--- src/rtl/alu_arbiter_pkg.sv ---
`default_nettype none
// ============================================================================
//  Module      : alu_arbiter_pkg
//  Description : Shared definitions for the two-requester ALU arbiter:
//                6-bit ALU opcode constants, the arbiter FSM state encoding
//                and the opcode classification helpers.
//  Contents    : c_ALU_* opcode constants, arb_state_t, op_is_legal(),
//                op_is_slt()
//  Revision    : 1.0 - initial release
// ============================================================================
package alu_arbiter_pkg;

    // ALU opcodes (6 bits)
    localparam logic [5:0] c_ALU_ADD  = 6'h20;
    localparam logic [5:0] c_ALU_ADDU = 6'h21;
    localparam logic [5:0] c_ALU_SUB  = 6'h22;
    localparam logic [5:0] c_ALU_SUBU = 6'h23;
    localparam logic [5:0] c_ALU_AND  = 6'h24;
    localparam logic [5:0] c_ALU_OR   = 6'h25;
    localparam logic [5:0] c_ALU_XOR  = 6'h26;
    localparam logic [5:0] c_ALU_NOR  = 6'h27;
    localparam logic [5:0] c_ALU_SLT  = 6'h2A;
    localparam logic [5:0] c_ALU_SLTU = 6'h2B;
    localparam logic [5:0] c_ALU_SLL  = 6'h00;
    localparam logic [5:0] c_ALU_SRL  = 6'h02;
    localparam logic [5:0] c_ALU_SRA  = 6'h03;
    localparam logic [5:0] c_ALU_SLLV = 6'h04;
    localparam logic [5:0] c_ALU_SRLV = 6'h06;
    localparam logic [5:0] c_ALU_SRAV = 6'h07;
    localparam logic [5:0] c_ALU_LUI  = 6'h0F;

    // Arbiter FSM state encoding
    typedef enum logic [1:0] {
        ST_IDLE = 2'd0,
        ST_EXEC = 2'd1,
        ST_RESP = 2'd2
    } arb_state_t;

    // True for every opcode the attached ALU implements
    function automatic logic op_is_legal(input logic [5:0] op);
        logic legal;
        case (op)
            c_ALU_ADD, c_ALU_ADDU, c_ALU_SUB, c_ALU_SUBU,
            c_ALU_AND, c_ALU_OR,   c_ALU_XOR, c_ALU_NOR,
            c_ALU_SLT, c_ALU_SLTU,
            c_ALU_SLL, c_ALU_SRL,  c_ALU_SRA,
            c_ALU_SLLV, c_ALU_SRLV, c_ALU_SRAV,
            c_ALU_LUI: legal = 1'b1;
            default:   legal = 1'b0;
        endcase
        return legal;
    endfunction

    // Only the set-less-than opcodes forward the ALU flag to the response
    function automatic logic op_is_slt(input logic [5:0] op);
        return (op == c_ALU_SLT) || (op == c_ALU_SLTU);
    endfunction

endpackage : alu_arbiter_pkg
`default_nettype wire

--- src/rtl/alu_arb_pick.sv ---
`default_nettype none
// ============================================================================
//  Module      : alu_arb_pick
//  Description : Two-way grant selection. A lone valid requester always
//                wins; when both are valid the pointer selects the winner.
//  Ports       : valid[1:0] - request valid per requester
//                ptr        - preferred requester on a tie
//                grant[1:0] - one-hot grant (zero when nothing is valid)
//  Revision    : 1.0 - initial release
// ============================================================================
module alu_arb_pick (
    input  logic [1:0] valid,
    input  logic       ptr,
    output logic [1:0] grant
);

    always_comb begin
        grant = 2'b00;
        case (valid)
            2'b01:   grant = 2'b01;
            2'b10:   grant = 2'b10;
            2'b11:   grant = ptr ? 2'b10 : 2'b01;
            default: grant = 2'b00;
        endcase
    end

endmodule : alu_arb_pick
`default_nettype wire

--- src/rtl/alu_arbiter.sv ---
`default_nettype none
// ============================================================================
//  Module      : alu_arbiter
//  Description : Shares one external 32-bit ALU between two requesters.
//                One operation is in flight at a time: IDLE grants and
//                registers a request, EXEC presents it to the ALU for one
//                cycle and captures the result, RESP holds the response
//                until the granted requester accepts it.
//  Ports       : clk, rst            - clock, synchronous active-high reset
//                req_valid/req_ready - per-requester request handshake
//                req_aluc/req_a/req_b- packed per-requester opcode/operands
//                alu_a/alu_b/alu_aluc- drive to the shared ALU
//                alu_r/alu_zero/alu_flag - ALU result inputs
//                rsp_valid/rsp_ready - per-requester response handshake
//                rsp_r/rsp_zero/rsp_flag/rsp_err - shared response payload
//  Config      : ALU_ARBITER_RR_EN - defined: round-robin tie break,
//                undefined: fixed priority (requester 0 wins ties)
//  Revision    : 1.0 - initial release
// ============================================================================
module alu_arbiter
    import alu_arbiter_pkg::*;
#(
    parameter int DW = 32
) (
    input  logic            clk,
    input  logic            rst,
    input  logic [1:0]      req_valid,
    output logic [1:0]      req_ready,
    input  logic [11:0]     req_aluc,
    input  logic [2*DW-1:0] req_a,
    input  logic [2*DW-1:0] req_b,
    output logic [DW-1:0]   alu_a,
    output logic [DW-1:0]   alu_b,
    output logic [5:0]      alu_aluc,
    input  logic [DW-1:0]   alu_r,
    input  logic            alu_zero,
    input  logic            alu_flag,
    output logic [1:0]      rsp_valid,
    input  logic [1:0]      rsp_ready,
    output logic [DW-1:0]   rsp_r,
    output logic            rsp_zero,
    output logic            rsp_flag,
    output logic            rsp_err
);

    arb_state_t      r_state;
    arb_state_t      w_state_nxt;

    logic [1:0]      w_grant;
    logic            w_gidx;
    logic            w_ptr;
    logic            w_accept;

    logic [5:0]      r_aluc;
    logic [DW-1:0]   r_a;
    logic [DW-1:0]   r_b;
    logic            r_gidx;

    logic [DW-1:0]   r_rsp_r;
    logic            r_rsp_zero;
    logic            r_rsp_flag;
    logic            r_rsp_err;

    // ------------------------------------------------------------------
    // Tie-break pointer
    // ------------------------------------------------------------------
`ifdef ALU_ARBITER_RR_EN
    logic r_rr_ptr;

    // After a grant the other requester becomes preferred
    always_ff @(posedge clk) begin
        if (rst) begin
            r_rr_ptr <= 1'b0;
        end else if (w_accept) begin
            r_rr_ptr <= ~w_gidx;
        end
    end

    assign w_ptr = r_rr_ptr;
`else
    assign w_ptr = 1'b0;
`endif

    alu_arb_pick u_pick (
        .valid (req_valid),
        .ptr   (w_ptr),
        .grant (w_grant)
    );

    assign w_gidx   = w_grant[1];
    assign w_accept = (r_state == ST_IDLE) && (|w_grant);

    // ------------------------------------------------------------------
    // FSM: state register
    // ------------------------------------------------------------------
    always_ff @(posedge clk) begin
        if (rst) begin
            r_state <= ST_IDLE;
        end else begin
            r_state <= w_state_nxt;
        end
    end

    // ------------------------------------------------------------------
    // FSM: next state
    // ------------------------------------------------------------------
    always_comb begin
        w_state_nxt = r_state;
        case (r_state)
            ST_IDLE: if (|w_grant)          w_state_nxt = ST_EXEC;
            ST_EXEC:                        w_state_nxt = ST_RESP;
            ST_RESP: if (rsp_ready[r_gidx]) w_state_nxt = ST_IDLE;
            default:                        w_state_nxt = ST_IDLE;
        endcase
    end

    // ------------------------------------------------------------------
    // FSM: outputs
    // ------------------------------------------------------------------
    always_comb begin
        req_ready = 2'b00;
        rsp_valid = 2'b00;
        alu_a     = '0;
        alu_b     = '0;
        alu_aluc  = 6'd0;
        case (r_state)
            // Ready is masked during reset so nothing is accepted that cycle
            ST_IDLE: if (!rst) req_ready = w_grant;
            ST_EXEC: begin
                alu_a    = r_a;
                alu_b    = r_b;
                alu_aluc = r_aluc;
            end
            ST_RESP: begin
                alu_a     = r_a;
                alu_b     = r_b;
                alu_aluc  = r_aluc;
                rsp_valid = r_gidx ? 2'b10 : 2'b01;
            end
            default: ;
        endcase
    end

    // ------------------------------------------------------------------
    // Request capture and response capture
    // ------------------------------------------------------------------
    always_ff @(posedge clk) begin
        if (rst) begin
            r_aluc     <= 6'd0;
            r_a        <= '0;
            r_b        <= '0;
            r_gidx     <= 1'b0;
            r_rsp_r    <= '0;
            r_rsp_zero <= 1'b0;
            r_rsp_flag <= 1'b0;
            r_rsp_err  <= 1'b0;
        end else begin
            if (w_accept) begin
                r_aluc <= w_gidx ? req_aluc[11:6]     : req_aluc[5:0];
                r_a    <= w_gidx ? req_a[2*DW-1:DW]   : req_a[DW-1:0];
                r_b    <= w_gidx ? req_b[2*DW-1:DW]   : req_b[DW-1:0];
                r_gidx <= w_gidx;
            end
            // The ALU result is sampled on the last edge of EXEC
            if (r_state == ST_EXEC) begin
                if (op_is_legal(r_aluc)) begin
                    r_rsp_r    <= alu_r;
                    r_rsp_zero <= alu_zero;
                    r_rsp_flag <= op_is_slt(r_aluc) & alu_flag;
                    r_rsp_err  <= 1'b0;
                end else begin
                    r_rsp_r    <= '0;
                    r_rsp_zero <= 1'b0;
                    r_rsp_flag <= 1'b0;
                    r_rsp_err  <= 1'b1;
                end
            end
        end
    end

    assign rsp_r    = r_rsp_r;
    assign rsp_zero = r_rsp_zero;
    assign rsp_flag = r_rsp_flag;
    assign rsp_err  = r_rsp_err;

endmodule : alu_arbiter
`default_nettype wire
--- config.mk ---
export PLATFORM = sky130hd
export DESIGN_NAME = alu_arbiter
export DESIGN_NICKNAME = d
export VERILOG_FILES = /design/src/rtl/alu_arbiter_pkg.sv /design/src/rtl/alu_arb_pick.sv /design/src/rtl/alu_arbiter.sv
export SDC_FILE = /design/constraint.sdc
export NUM_CORES = 1
export LEC_CHECK = 0
export ABC_AREA = 1
export ABC_CLOCK_PERIOD_IN_PS = 1600
export CAP_MARGIN = 20
export CORE_MARGIN = 4
export CORE_UTILIZATION = 37
export DETAILED_ROUTE_END_ITERATION = 12
export HOLD_SLACK_MARGIN = 0.03
export PLACE_DENSITY_LB_ADDON = 0.12
export SLEW_MARGIN = 15
export SYNTH_ARGS = -nofsm -noshare
export SYNTH_HDL_FRONTEND = slang
export SYNTH_SLANG_ARGS = --single-unit
export TNS_END_PERCENT = 1
--- constraint.sdc ---
create_clock -name clk -period 1.6 [get_ports clk]
set_input_delay 0.16 -clock clk [delete_from_list [all_inputs] [get_ports clk]]
set_output_delay 0.16 -clock clk [all_outputs]
set_load 0.1 [all_outputs]
; ---- After elaboration in Yosys (flattened, before gate mapping)
; Memories as Yosys holds them, arrays and structs flattened. A register that Yosys moved wholly into a read port is not among the register bits.
; Index checks and enable logic that the tools add are counted.
[classes]
eq_ne = 9
order_cmp = 1
bitwise = 1
muxes = 24
reduce_logical = 7
[op_table]
columns = op, count
row1 = 32-bit two-way mux, 5
row2 = 6-bit two-way mux, 4
row3 = "6-bit equality test, second input constant", 2
row4 = 2-bit two-way mux, 6
row5 = 1-bit two-way mux, 7
row6 = "2-bit equality test, second input constant", 3
row7 = 2-bit one-hot mux with 3 select lines, 1
row8 = 2-bit OR reduction, 3
row9 = "2-bit by 1-bit equality test with 1-bit output, second input constant", 2
row10 = 2-bit one-hot mux with 2 select lines, 1
row11 = 2-bit zero test, 1
row12 = "1-bit by 2-bit less-than comparator with 1-bit output, second input constant", 1
row13 = "2-bit by 1-bit != test with 1-bit output, second input constant", 1
row14 = "2-bit != test, second input constant", 1
row15 = 2-bit AND reduction, 1
row16 = 1-bit AND, 1
row17 = 1-bit logical AND, 1
row18 = 1-bit logical OR, 1
[totals]
register_bits = 108
n_memories = 1
mem_bits_ro = 64
inputBits = 180
output_inout_bits = 109
word_cells = 52
[mem_list]
columns = name, words, word_bits, rd, rd_clocked_by_memory_dff, wr, line_no
row1 = (name not given), 64, 1, 1, 1, 0, alu_arbiter_pkg.sv:42  ; case (op)

; ---- Logic depth before layout (Yosys ltp)
; Gate-level depths: netlist of run 1.
[depth]
ltp_word = 7
ltp_mapped = 11

; ---- Modules after synthesis
; From an unflattened synthesis of run 1, not the netlist that was laid out.
[hier_totals]
hier_cells = 755
hier_area_um2 = 5042.3
[modules_own_cells]
columns = mod, seq_area_each_um2, cells_each, area_each_um2, instances
row1 = alu_arbiter, 2182.1, 750, 5022.3, 1
row2 = alu_arb_pick, 0.0, 5, 20.0, 1

; ---- Least setup slack after synthesis of run 1
; OpenSTA, ideal clock, no wires.
[synth_timing]
kind = register -> register
startpoint = register r_state[0]
endpoint = register r_state[0]
slack_ns = -0.868
n_path_buf = 0
t_arrival_ns = 2.398
stages_incl_launch_ff = 9
t_required_ns = 1.530
setup_ns = 0.070
path_cell_list = dfxtp_1 inv_1 ha_1 inv_1 nor2_1 nand2_1 o211ai_1 o21ai_0 a21oi_1
[synth_between]
elab_chain_len = 3
elab_cells_between_ends = 7
classes_between = eq/ne (4) / mux (1) / reduce/logical (2)
[synth_rtl]
columns = item, line_no
row1 = from (decl), alu_arbiter.sv:46  ; arb_state_t r_state;
row2 = from (signal assigned), alu_arbiter.sv:100  ; r_state <= w_state_nxt;
row3 = 2-bit equality test / 2-bit zero test (equally long branches), alu_arbiter.sv:109  ; case (r_state)
row4 = 2-bit != test (no source line) / 2-bit by 1-bit != test with 1-bit output (equally long branches), --
row5 = 2-bit AND reduction (no source line), --
; Several ways; a longest one is shown, not always the timed one.
; A chain may end at the register's enable or synchronous reset.

; ---- Worst setup path after layout of run 1
[layout_timing]
startpoint = register r_state[0]
endpoint = output port alu_a[11]
[layout_between]
elab_chain_len = 3
elab_cells_between_ends = 4
classes_between = eq/ne (2) / mux (1) / reduce/logical (1)
[layout_rtl]
columns = item, line_no
row1 = 2-bit by 1-bit equality test with 1-bit output / 2-bit equality test (equally long branches), alu_arbiter.sv:126  ; case (r_state)
row2 = 2-bit OR reduction (no source line) *, --
row3 = 32-bit two-way mux *, alu_arbiter.sv:126
row4 = to (decl), alu_arbiter.sv:32  ; output logic [DW-1:0] alu_a,
; Every way passes the cells marked *; elsewhere a longest branch is shown, timed or not.

==> run summary, run 1 <==
==================================================================================================
Endpoint class of the critical path .................................................  output port
Category of the worst setup path launch point .......................................         flop
Count of input and output buffers ...................................................          288
PD cells ............................................................................  1560 mW/mm2
Startpoint of the worst hold path ...................................................    alu_r[30]
FF+latch count, synth ...............................................................          109
Count of unique library cells instantiated by Yosys .................................           26
Layout filler cell count ............................................................          973
Share of synthesized area occupied by flip-flops and latches ........................        0.431
Maximum operating frequency .........................................................      549 MHz
Cell with the biggest individual delay on the critical path .........................      dfxtp_2
Critical path class ................................................................. flop to output port
Core area ...........................................................................   0.0133 mm2
Largest net degree at the start of global routing ...................................           47
Total of warnings raised by yosys ...................................................            0
CP dominant cell by count ...........................................................        inv_2
Overall fraction of global-route tracks in use ......................................        0.246
Setup repair after global routing missed its margin .................................          yes
Average instance area after synthesis ...............................................     6.71 um2
Cells along the critical path ....................................................... inv_2, ha_4, buf_8, clkbuf_16, nand2_1, inv_2, buf_12
Part of the total power dissipated in sequential elements ...........................        0.232
Clock network fraction of total power ...............................................        0.150
Post-DP HPWL ........................................................................      14.2 mm
Slew at the pin with the worst max-slew slack .......................................       396 ps
Final-report max-slew violation count ...............................................            0
Path category of the worst min-delay check .......................................... input pin to flop
Worst flop-to-flop path startpoint ..................................................   r_state[0]
Area of the die .....................................................................   0.0156 mm2
P_sw ................................................................................      7.32 mW
Vias in the first global route ......................................................         6098
Net count after synthesis ...........................................................          939
Post-Synthesis Cells ................................................................          754
Setup-failing EPs final .............................................................           70
Antenna-violating nets left .........................................................            0
CTS Sinks ...........................................................................          109
Final number of hold-violating endpoints ............................................            0
Synth-to-layout area growth .........................................................        98.6%
Wire length of the first global-routing pass ........................................      31.1 mm
CTS tree ............................................................................         done
Post-synth EDFFs ....................................................................            0
Setup Slack @ Placement .............................................................      -134 ps
CTS Buf Count .......................................................................            9
# placed instances ..................................................................         1200
Weighted congestion reported at the end of routability-driven placement .............        0.821
Data arrival time of the critical path ..............................................      1660 ps
Async set-or-reset flop fraction in the synthesized netlist .........................            0
DR WL/cell ..........................................................................      16.3 um
Clk buf depth .......................................................................            2
Largest fanout on the critical path .................................................            6
Cell leakage power ..................................................................      4.31 nW
Final worst slack ...................................................................      -223 ps
Depth of the CTS H-tree .............................................................            3
Clock transition time at the flip-flop clock pins of the worst setup and hold paths .        80 ps
Height of the die ...................................................................       125 um
Vias ................................................................................         6109
Largest vdd supply drop .............................................................    0.00120 V
Area taken by multi-input logic gates ...............................................  0.00234 mm2
Cell area after synthesis ...........................................................  0.00506 mm2
Final instance count without filler cells ...........................................         1228
Post-layout net count ...............................................................         1231
Max-cap violation count .............................................................            0
DR DRC count ........................................................................            0
Violation count after the first detailed-routing iteration ..........................          377
Remaining max-slew budget at the tightest pin .......................................        0.736
Violations in the final reports ..................................................... negative setup slack
Die W ...............................................................................       125 um
Share of final-layout standard cells stronger than drive strength 1 .................        0.263
Clock Skews .........................................................................      8.97 ps
Accumulated negative setup slack ....................................................    -13580 ps
Fraction of the cycle the final worst path needs ....................................         1.14
Sequential cell area ................................................................  0.00218 mm2
Shortest clock period the worst path allows after layout ............................      1820 ps
Routed vias/inst ....................................................................         4.97
Initial core utilization ............................................................        0.380
Grt total ovfl ......................................................................            0
Startpoint of the worst setup timing path ...........................................   r_state[0]
Delay of the slowest cell on the worst path .........................................       350 ps
Antenna violations before repair ....................................................            1
Ys flop type ........................................................................      dfxtp_1
Sw Share ............................................................................        0.468
Insertion delay of the later-clocked pin in the worst-skew pair .....................       350 ps
Status .............................................................................. complete, but fails checks
Logic gate share of total power .....................................................        0.618
Io pins .............................................................................          289
Detailed-router iteration count before antenna repair ...............................            4
WL final ............................................................................      20.0 mm
Root Buffer .........................................................................    clkbuf_16
Required time at the endpoint of the critical path ..................................      1440 ps
Hold slack ..........................................................................       355 ps
Cell Int Power ......................................................................      8.31 mW
Row count ...........................................................................           42
==================================================================================================
==> power groups by stage <==
stage,combinational (mW),clock (mW),sequential [mW]
finish,9.66,2.34,3.63
CTS,9.49,2.39,3.60
floorplan,4.43,0,4.34
global route,10.1,2.51,3.68
global placement,8.70,0,3.63
detailed placement,8.78,0,3.64
==> worst max-delay path: cells and delay by family (launching register included) <==
family	cells	cell delay, ps
fa+ha+maj	1	310
flops	1	350
buf+inv	5	570
simple gates	1	60
==> flip-flops by register name, summed over array words and instances, names as in the netlist, named ones only <==
name / cells
r_a: 32
r_b: 32
rsp_r: 32
r_aluc: 6
r_state: 2
r_gidx: 1
rsp_err: 1
rsp_flag: 1
rsp_zero: 1
==> synth_stat cells, types with 2 or more instances <==
master	instances	area, um2
o21ai_0	66	330
inv_1	92	345
o21ai_1	3	15.0
clkinv_1	3	11.3
nor2_1	11	41.3
buf_4	13	97.6
nand3_1	6	30.0
o22ai_1	2	12.5
clkbuf_1	28	105
ha_1	5	62.6
buf_2	9	45.0
a21oi_1	168	841
dfxtp_1	109	2180
nand2_1	225	845
buf_1	3	11.3
==> layout make-up <==
class                      instances  share of cell area
clock buffer                      11              0.0252
tap                              176              0.0219
sequential                       109               0.218
clock inverter                     5             0.00573
timing repair buffer             335               0.460
antenna                            1            0.000249
multi-input combinational        495               0.233
inverter                          96              0.0363
==> logic make-up (layout without fill, tap and decap cells) <==
kind of cell,Yosys count,in the layout,synth area share
buffers and inverters,150,447,0.125
AO/OA/AOI/OAI,242,242,0.242
flip-flops,109,109,0.431
adder cells (fa/ha/maj),5,5,0.0124
AND/OR/NAND/NOR,248,248,0.190
other,0,1,0
==> timing repair <==
action | CTS | global route
hold buffers | 0 | 0
pin swaps | 1 | 3
cloned | 4 | 1
setup endpoints to repair | 72 | 75
setup buffers | 4 | 2
resized for setup | 74 | 32
==> stage by stage <==
| stage | utilization | instance area, um2 | power, mW |
|---|---|---|---|
| after floorplan | - | 5060 | 8.77 |
| after global placement | 0.710 | 9440 | 12.3 |
| after detailed placement | 0.710 | 9440 | 12.4 |
| after CTS | 0.747 | 9930 | 15.5 |
| after global routing | 0.755 | 10000 | 16.3 |
| final | 0.755 | 10000 | 15.6 |
==> path summary, 6_finish.rpt <==
kind | end | slack (ps) | depth (start not counted)
worst max-delay path | alu_a[11] | -220 | 7
worst min-delay path | rsp_r[30] | 350 | 3
worst max register to register | rsp_r[4] | 110 | 8
worst min register to register | rsp_r[7] | 500 | 2
==> routing by layer <==
layer	up-vias	global-route usage	wire length, um
met4	0	0.117	867
met2	254	0.416	9750
li1	2980	-	-
met5	-	0	0
met3	61	0.0883	1640
met1	2814	0.275	7710
==> cell usage in the layout (no fill, tap or decap), drive strengths merged, types with 6 or more instances in the layout <==
master	count
o21ai	70
nor2	13
a21oi	168
dfxtp	109
nand2	226
nand3	6
buf	155
clkdlybuf4s50	177
clkbuf	12
inv	94
Note: power is estimated with default switching activity, not from simulation.
==> run 2, diff against run 1 <==
--- a/config.mk
+++ b/config.mk
@@ -8,6 +8,7 @@
 export ABC_AREA = 1
 export ABC_CLOCK_PERIOD_IN_PS = 1600
 export CAP_MARGIN = 20
+export CORE_ASPECT_RATIO = 1.4
 export CORE_MARGIN = 4
 export CORE_UTILIZATION = 37
 export DETAILED_ROUTE_END_ITERATION = 12
==> run summary, run 2 (synthesized netlist as in run 1, its figures left out) <==
==================================================================================================
Startpoint of the worst hold path ...................................................    req_b[55]
Fraction of the cycle the final worst path needs ....................................         1.08   -0.0561
Cell with the biggest individual delay on the critical path .........................      dfxtp_2
DR WL/cell ..........................................................................      15.4 um   -5.3%
Insertion delay of the later-clocked pin in the worst-skew pair .....................       350 ps   about the same
Root Buffer .........................................................................    clkbuf_16
Clock Skews .........................................................................      6.26 ps   -2.71 ps
Required time at the endpoint of the critical path ..................................      1440 ps   about the same
Setup repair after global routing missed its margin .................................          yes
Remaining max-slew budget at the tightest pin .......................................        0.802   +0.0661
Most frequent cells in the layout ................................................... nand2_1, clkdlybuf4s50_1, a21oi_1, buf_12, dfxtp_1
Area of the die .....................................................................   0.0156 mm2   +0.18%
Wire length of the first global-routing pass ........................................      29.5 mm   -5.2%
Post-placement cell area ............................................................  0.00950 mm2   +0.64%
Category of the worst setup path launch point .......................................         flop
Core area ...........................................................................   0.0134 mm2   +0.70%
PD cells ............................................................................  1520 mW/mm2   -2.4%
Post-layout net count ...............................................................         1227   -0.32%
Grt total ovfl ......................................................................            0   unchanged
Path category of the worst min-delay check .......................................... input pin to flop
Detailed-router iteration count before antenna repair ...............................            7   +3
Depth of the CTS H-tree .............................................................            3   unchanged
Clk buf depth .......................................................................            2   unchanged
Post-DP HPWL ........................................................................      14.1 mm   -0.77%
Violations in the final reports ..................................................... negative setup slack
Final worst slack ...................................................................      -133 ps   +89.8 ps
CTS Sinks ...........................................................................          109   unchanged
Startpoint of the worst setup timing path ...........................................   r_state[1]
Overall fraction of global-route tracks in use ......................................        0.235   -0.0110
Final number of hold-violating endpoints ............................................            0   unchanged
Cell depth of the worst min-delay path ..............................................            3   unchanged
Number of cells on the worst reg-to-reg path ........................................            7   -1
Endpoint class of the critical path .................................................  output port
Vias in the first global route ......................................................         5829   -4.4%
Setup-failing EPs final .............................................................           69   -1.4%
Synth-to-layout area growth .........................................................        95.5%
Critical path class ................................................................. flop to output port
DR DRC count ........................................................................            0   unchanged
Cell leakage power ..................................................................      4.25 nW   -1.3%
Height of the die ...................................................................       146 um   +17%
Worst flop-to-flop path startpoint ..................................................   r_state[0]
Largest net degree at the start of global routing ...................................           47   unchanged
Violation count after the first detailed-routing iteration ..........................          299   -21%
Row count ...........................................................................           50   +19%
WL final ............................................................................      18.9 mm   -5.2%
Weighted congestion reported at the end of routability-driven placement .............        0.820   about the same
Max-cap violation count .............................................................            0   unchanged
Data arrival time of the critical path ..............................................      1570 ps   -90 ps
Layout filler cell count ............................................................         1026   +5.4%
Setup slack of the worst register-to-register path ..................................       130 ps   +20 ps
Vias ................................................................................         5985   -2.0%
Routed vias/inst ....................................................................         4.87   -2.1%
Clock transition time at the flip-flop clock pins of the worst setup and hold paths .        80 ps   about the same
Antenna-violating nets left .........................................................            0   unchanged
Largest vdd supply drop .............................................................   0.000864 V   -28%
Delay of the slowest cell on the worst path .........................................       340 ps   about the same
Setup Slack @ Placement .............................................................      -199 ps   -65.7 ps
Slew at the pin with the worst max-slew slack .......................................       295 ps   -101 ps
Io pins .............................................................................          289   unchanged
Die W ...............................................................................       107 um   -14%
Count of antenna diodes in the layout ...............................................            0   -1
Cells along the critical path ....................................................... inv_2, ha_4, buf_12, nand2_1, inv_2, buf_12
Maximum operating frequency .........................................................      577 MHz   +5.2%
Post-route cell area ................................................................  0.00989 mm2   -1.5%
Share of final-layout standard cells stronger than drive strength 1 .................        0.243   -0.0200
Largest fanout on the critical path .................................................           25   +19
Antenna violations before repair ....................................................            0   -1
Worst Hold End ......................................................................      r_b[23]
Post-CTS Setup Repair Bufs ..........................................................            0   -4
Initial core utilization ............................................................        0.378   -0.00263
Status .............................................................................. complete, but fails checks
CTS tree ............................................................................         done
Shortest clock period the worst path allows after layout ............................      1730 ps   -89.8 ps
Most common library cell in the layout ignoring fill and taps .......................      nand2_1
Final-report max-slew violation count ...............................................            0   unchanged
Count of input and output buffers ...................................................          288   unchanged
Worst flop-to-flop path endpoint ....................................................      r_b[16]
CTS Buf Count .......................................................................            9   unchanged
==================================================================================================
## run 2: cell count changes in the layout (fill, tap and decap cells not counted), moves of 2 or more
cell       delta
nand2_2      -18
buf_16        -4
buf_12        -2
bufinv_16     +2
clkinv_2      -2
buf_4         +5
nand2_1      +17
## run 2: worst max path at each step
stage | end | slack (ps) | cells after the start
after global placement | r_a[3] | -130 | 6
after CTS | alu_a[13] | -160 | 6
final | alu_a[19] | -130 | 6
after floorplan | alu_a[0] | -380 | 6
after detailed placement | r_b[22] | -200 | 6
after global routing | alu_a[1] | -220 | 6
## run 2: critical path: cells and delay by family, from the launching register on
| family | cells | cell delay (ps) |
|---|---|---|
| buf+inv | 4 | 480 |
| flops | 1 | 340 |
| fa+ha+maj | 1 | 320 |
| simple gates | 1 | 90 |
## run 2: cell type report
cell class	count	area (um2)	area share
repair buffers	331	4460	0.451
multi-input cells	495	2300	0.233
flip-flops and latches	109	2180	0.221
inverters	96	360	0.0364
clock buffers	10	239	0.0242
well taps	182	228	0.0230
clock inverters	6	116	0.0118
## run 2: report_power, final
part | leakage (nW) | switching [mW] | total, mW | internal, mW
logic | 3.18 | 5.63 | 8.78 | 3.15
clock network | 0.174 | 1.05 | 2.64 | 1.59
registers | 0.899 | 0.337 | 3.61 | 3.27
total | 4.25 | 7.01 | 15.0 | 8.01
## run 2: metal layers
layer	up-vias	track usage	wire (um)
li1	2965	-	-
met1	2737	0.256	7130
met2	242	0.413	9530
met3	41	0.0792	1580
met4	0	0.0947	691
met5	-	0	0
## run 2: what timing repair did
action | CTS | global route
gates resized for setup | 77 | 4
hold buffers | 0 | 0
pin swaps | 1 | 1
setup endpoints to repair | 72 | 75
## run 2: per-stage QoR
stage               utilization  setup TNS (ps)  power [mW]  hold WS [ps]  std cells
finish                    0.739           -8020        15.0           358       1229
detailed placement        0.710           -6680        12.3           494       1213
global placement          0.710           -4570        12.2           488       1213
global route              0.739          -13340        15.7           364       1229
CTS                       0.737           -9380        15.1           350       1229
floorplan                     -          -27940        8.77           305        754
==> run 3, diff against run 2 <==
--- a/config.mk
+++ b/config.mk
@@ -8,12 +8,12 @@
 export ABC_AREA = 1
 export ABC_CLOCK_PERIOD_IN_PS = 1600
 export CAP_MARGIN = 20
-export CORE_ASPECT_RATIO = 1.4
 export CORE_MARGIN = 4
 export CORE_UTILIZATION = 37
 export DETAILED_ROUTE_END_ITERATION = 12
 export HOLD_SLACK_MARGIN = 0.03
 export PLACE_DENSITY_LB_ADDON = 0.12
+export REMOVE_ABC_BUFFERS = 1
 export SLEW_MARGIN = 15
 export SYNTH_ARGS = -nofsm -noshare
 export SYNTH_HDL_FRONTEND = slang
==> run summary, run 3 (synthesized netlist as in run 1, its figures left out) <==
==================================================================================================
Io pins .............................................................................          289   unchanged
Cell with the biggest individual delay on the critical path .........................         ha_4
Synth-to-layout area growth .........................................................        92.7%
CTS Sinks ...........................................................................          109   unchanged
Clock Skews .........................................................................      5.80 ps   -0.467 ps
Final number of hold-violating endpoints ............................................            0   unchanged
# placed instances ..................................................................         1193   -1.6%
Wire length of the first global-routing pass ........................................      30.5 mm   +3.5%
Count of input and output buffers ...................................................          288   unchanged
DR WL/cell ..........................................................................      16.0 um   +3.9%
Area taken by multi-input logic gates ...............................................  0.00230 mm2   +0.11%
Maximum operating frequency .........................................................      558 MHz   -3.2%
Grt total ovfl ......................................................................            0   unchanged
Largest fanout on the critical path .................................................           16   -36%
Met3 wire len .......................................................................      1.83 mm   +16%
Violation count after the first detailed-routing iteration ..........................          386   +29%
Depth of the CTS H-tree .............................................................            3   unchanged
Detailed-router iteration count before antenna repair ...............................            6   -1
Largest net degree at the start of global routing ...................................           55   +17%
Clock transition time at the flip-flop clock pins of the worst setup and hold paths .        70 ps   about the same
Sequential cell area ................................................................  0.00218 mm2   unchanged
Layout filler cell count ............................................................          988   -3.7%
Initial core utilization ............................................................        0.380   +0.00263
Uppermost layer routed ..............................................................         met4
Post-layout net count ...............................................................         1215   -0.98%
Max-cap violation count .............................................................            0   unchanged
Data arrival time of the critical path ..............................................      1630 ps   +60 ps
Final worst slack ...................................................................      -191 ps   -57.8 ps
Fraction of the cycle the final worst path needs ....................................         1.12   +0.0361
Insertion delay of the later-clocked pin in the worst-skew pair .....................       350 ps   about the same
Root Buffer .........................................................................    clkbuf_16
PD cells ............................................................................  1530 mW/mm2   +0.56%
Cells along the critical path ....................................................... inv_4, ha_4, buf_12, nand2_1, inv_2, buf_12
Cell depth of the worst min-delay path ..............................................            3   unchanged
Endpoint class of the critical path .................................................  output port
Remaining max-slew budget at the tightest pin .......................................        0.746   -0.0559
Path category of the worst min-delay check .......................................... input pin to flop
Share of final-layout standard cells stronger than drive strength 1 .................        0.235   -0.00782
WL final ............................................................................      19.4 mm   +2.4%
Final instance count without filler cells ...........................................         1212   -1.4%
Routed vias/inst ....................................................................         4.89   +0.35%
Setup repair after global routing missed its margin .................................          yes
Vias ................................................................................         5923   -1.0%
Cts hold-fix bufs ...................................................................            0   unchanged
Die W ...............................................................................       125 um   +17%
Overall fraction of global-route tracks in use ......................................        0.242   +0.00694
Most frequent cells in the layout ................................................... nand2_1, clkdlybuf4s50_1, a21oi_1, buf_12, dfxtp_1
Critical path class ................................................................. flop to output port
Height of the die ...................................................................       125 um   -15%
Final-report max-slew violation count ...............................................            0   unchanged
Slew at the pin with the worst max-slew slack .......................................       381 ps   +85.6 ps
Cell leakage power ..................................................................      4.16 nW   -2.0%
CTS tree ............................................................................         done
CP dominant cell by count ...........................................................       buf_12
Delay of the slowest cell on the worst path .........................................       360 ps   +20 ps
Antenna-violating nets left .........................................................            0   unchanged
Routed length on met1 ...............................................................      7.21 mm   +1.1%
Category of the worst setup path launch point .......................................         flop
Status .............................................................................. complete, but fails checks
Total power of the final layout .....................................................      14.9 mW   -0.92%
Core area ...........................................................................   0.0133 mm2   -0.69%
Required time at the endpoint of the critical path ..................................      1440 ps   about the same
Setup-failing EPs final .............................................................           71   +2.9%
Most common library cell in the layout ignoring fill and taps .......................      nand2_1
Post-DP HPWL ........................................................................      14.2 mm   +0.71%
Met2 Routed Length ..................................................................      9.95 mm   +4.4%
Weighted congestion reported at the end of routability-driven placement .............        0.802   -2.2%
Violations in the final reports ..................................................... negative setup slack
Largest vdd supply drop .............................................................    0.00110 V   +28%
Row count ...........................................................................           42   -16%
Vias in the first global route ......................................................         5853   +0.41%
DR DRC count ........................................................................            0   unchanged
Area of the die .....................................................................   0.0156 mm2   -0.18%
Clk buf depth .......................................................................            2   unchanged
Number of cells on the worst reg-to-reg path ........................................            9   +2
CTS Buf Count .......................................................................            9   unchanged
Antenna violations before repair ....................................................            1   +1
Shortest clock period the worst path allows after layout ............................      1790 ps   +57.8 ps
==================================================================================================
run 3: cell types whose count changed in the layout (fill, tap and decap cells not counted), sizes merged:
cell           delta
diode             +1
bufinv            -2
dlygate4sd2       -1
clkinvlp          +1
buf              -12
clkdlybuf4s50     +1
clkinv            +1
run 3: worst paths after layout:
path | to | from | slack [ps]
worst max-delay path | alu_a[21] | r_state[1] | -190
worst min register to register | rsp_r[0] | rsp_r[0] | 500
worst min-delay path | r_b[2] | req_b[34] | 360
worst max register to register | flop | r_state[0] | 140
run 3: final cells by class:
cell class,count,share of cell area
tap,176,0.0226
inverter,96,0.0372
multi-input combinational,495,0.237
antenna,1,0.000257
clock buffer,10,0.0245
timing repair buffer,319,0.448
clock inverter,6,0.00706
sequential,109,0.224
run 3: per-layer routing:
metal,track usage,vias up
li1,-,2942
met1,0.265,2719
met2,0.430,237
met3,0.0995,25
met4,0.0682,0
met5,0,-
run 3: power by group:
| part | total [mW] | switching, mW | leakage (nW) | internal [mW] |
|---|---|---|---|---|
| Sequential | 3.60 | 0.333 | 0.899 | 3.27 |
| Combinational | 8.96 | 5.71 | 3.12 | 3.25 |
| Clock | 2.33 | 1.06 | 0.149 | 1.27 |
| Total | 14.9 | 7.10 | 4.16 | 7.79 |
run 3: through the flow:
stage / instance area, um2 / hold slack (ps) / setup slack, ps / setup TNS [ps] / util
global placement: 9330 / 488 / -63.9 / -281 / 0.702
detailed placement: 9330 / 492 / -101 / -1430 / 0.702
finish: 9740 / 358 / -191 / -11350 / 0.733
global route: 9740 / 353 / -287 / -17510 / 0.733
CTS: 9760 / 344 / -266 / -15470 / 0.734
floorplan: 4790 / 229 / -1220 / -132740 / -
run 3: timing repair:
item                                    4_1_cts  5_1_grt
pin swaps                                     1        2
endpoints found under the setup margin       74       74
gates resized for setup                      67       24
buffers inserted                              2        0
cloned                                        2        0
run 3: worst max-delay path: cells and delay by family, from the launching register on:
family	cells	cell delay, ps
adder cells (fa/ha/maj)	1	360
buffers and inverters	4	460
flip-flops	1	350
AND/OR/NAND/NOR	1	90
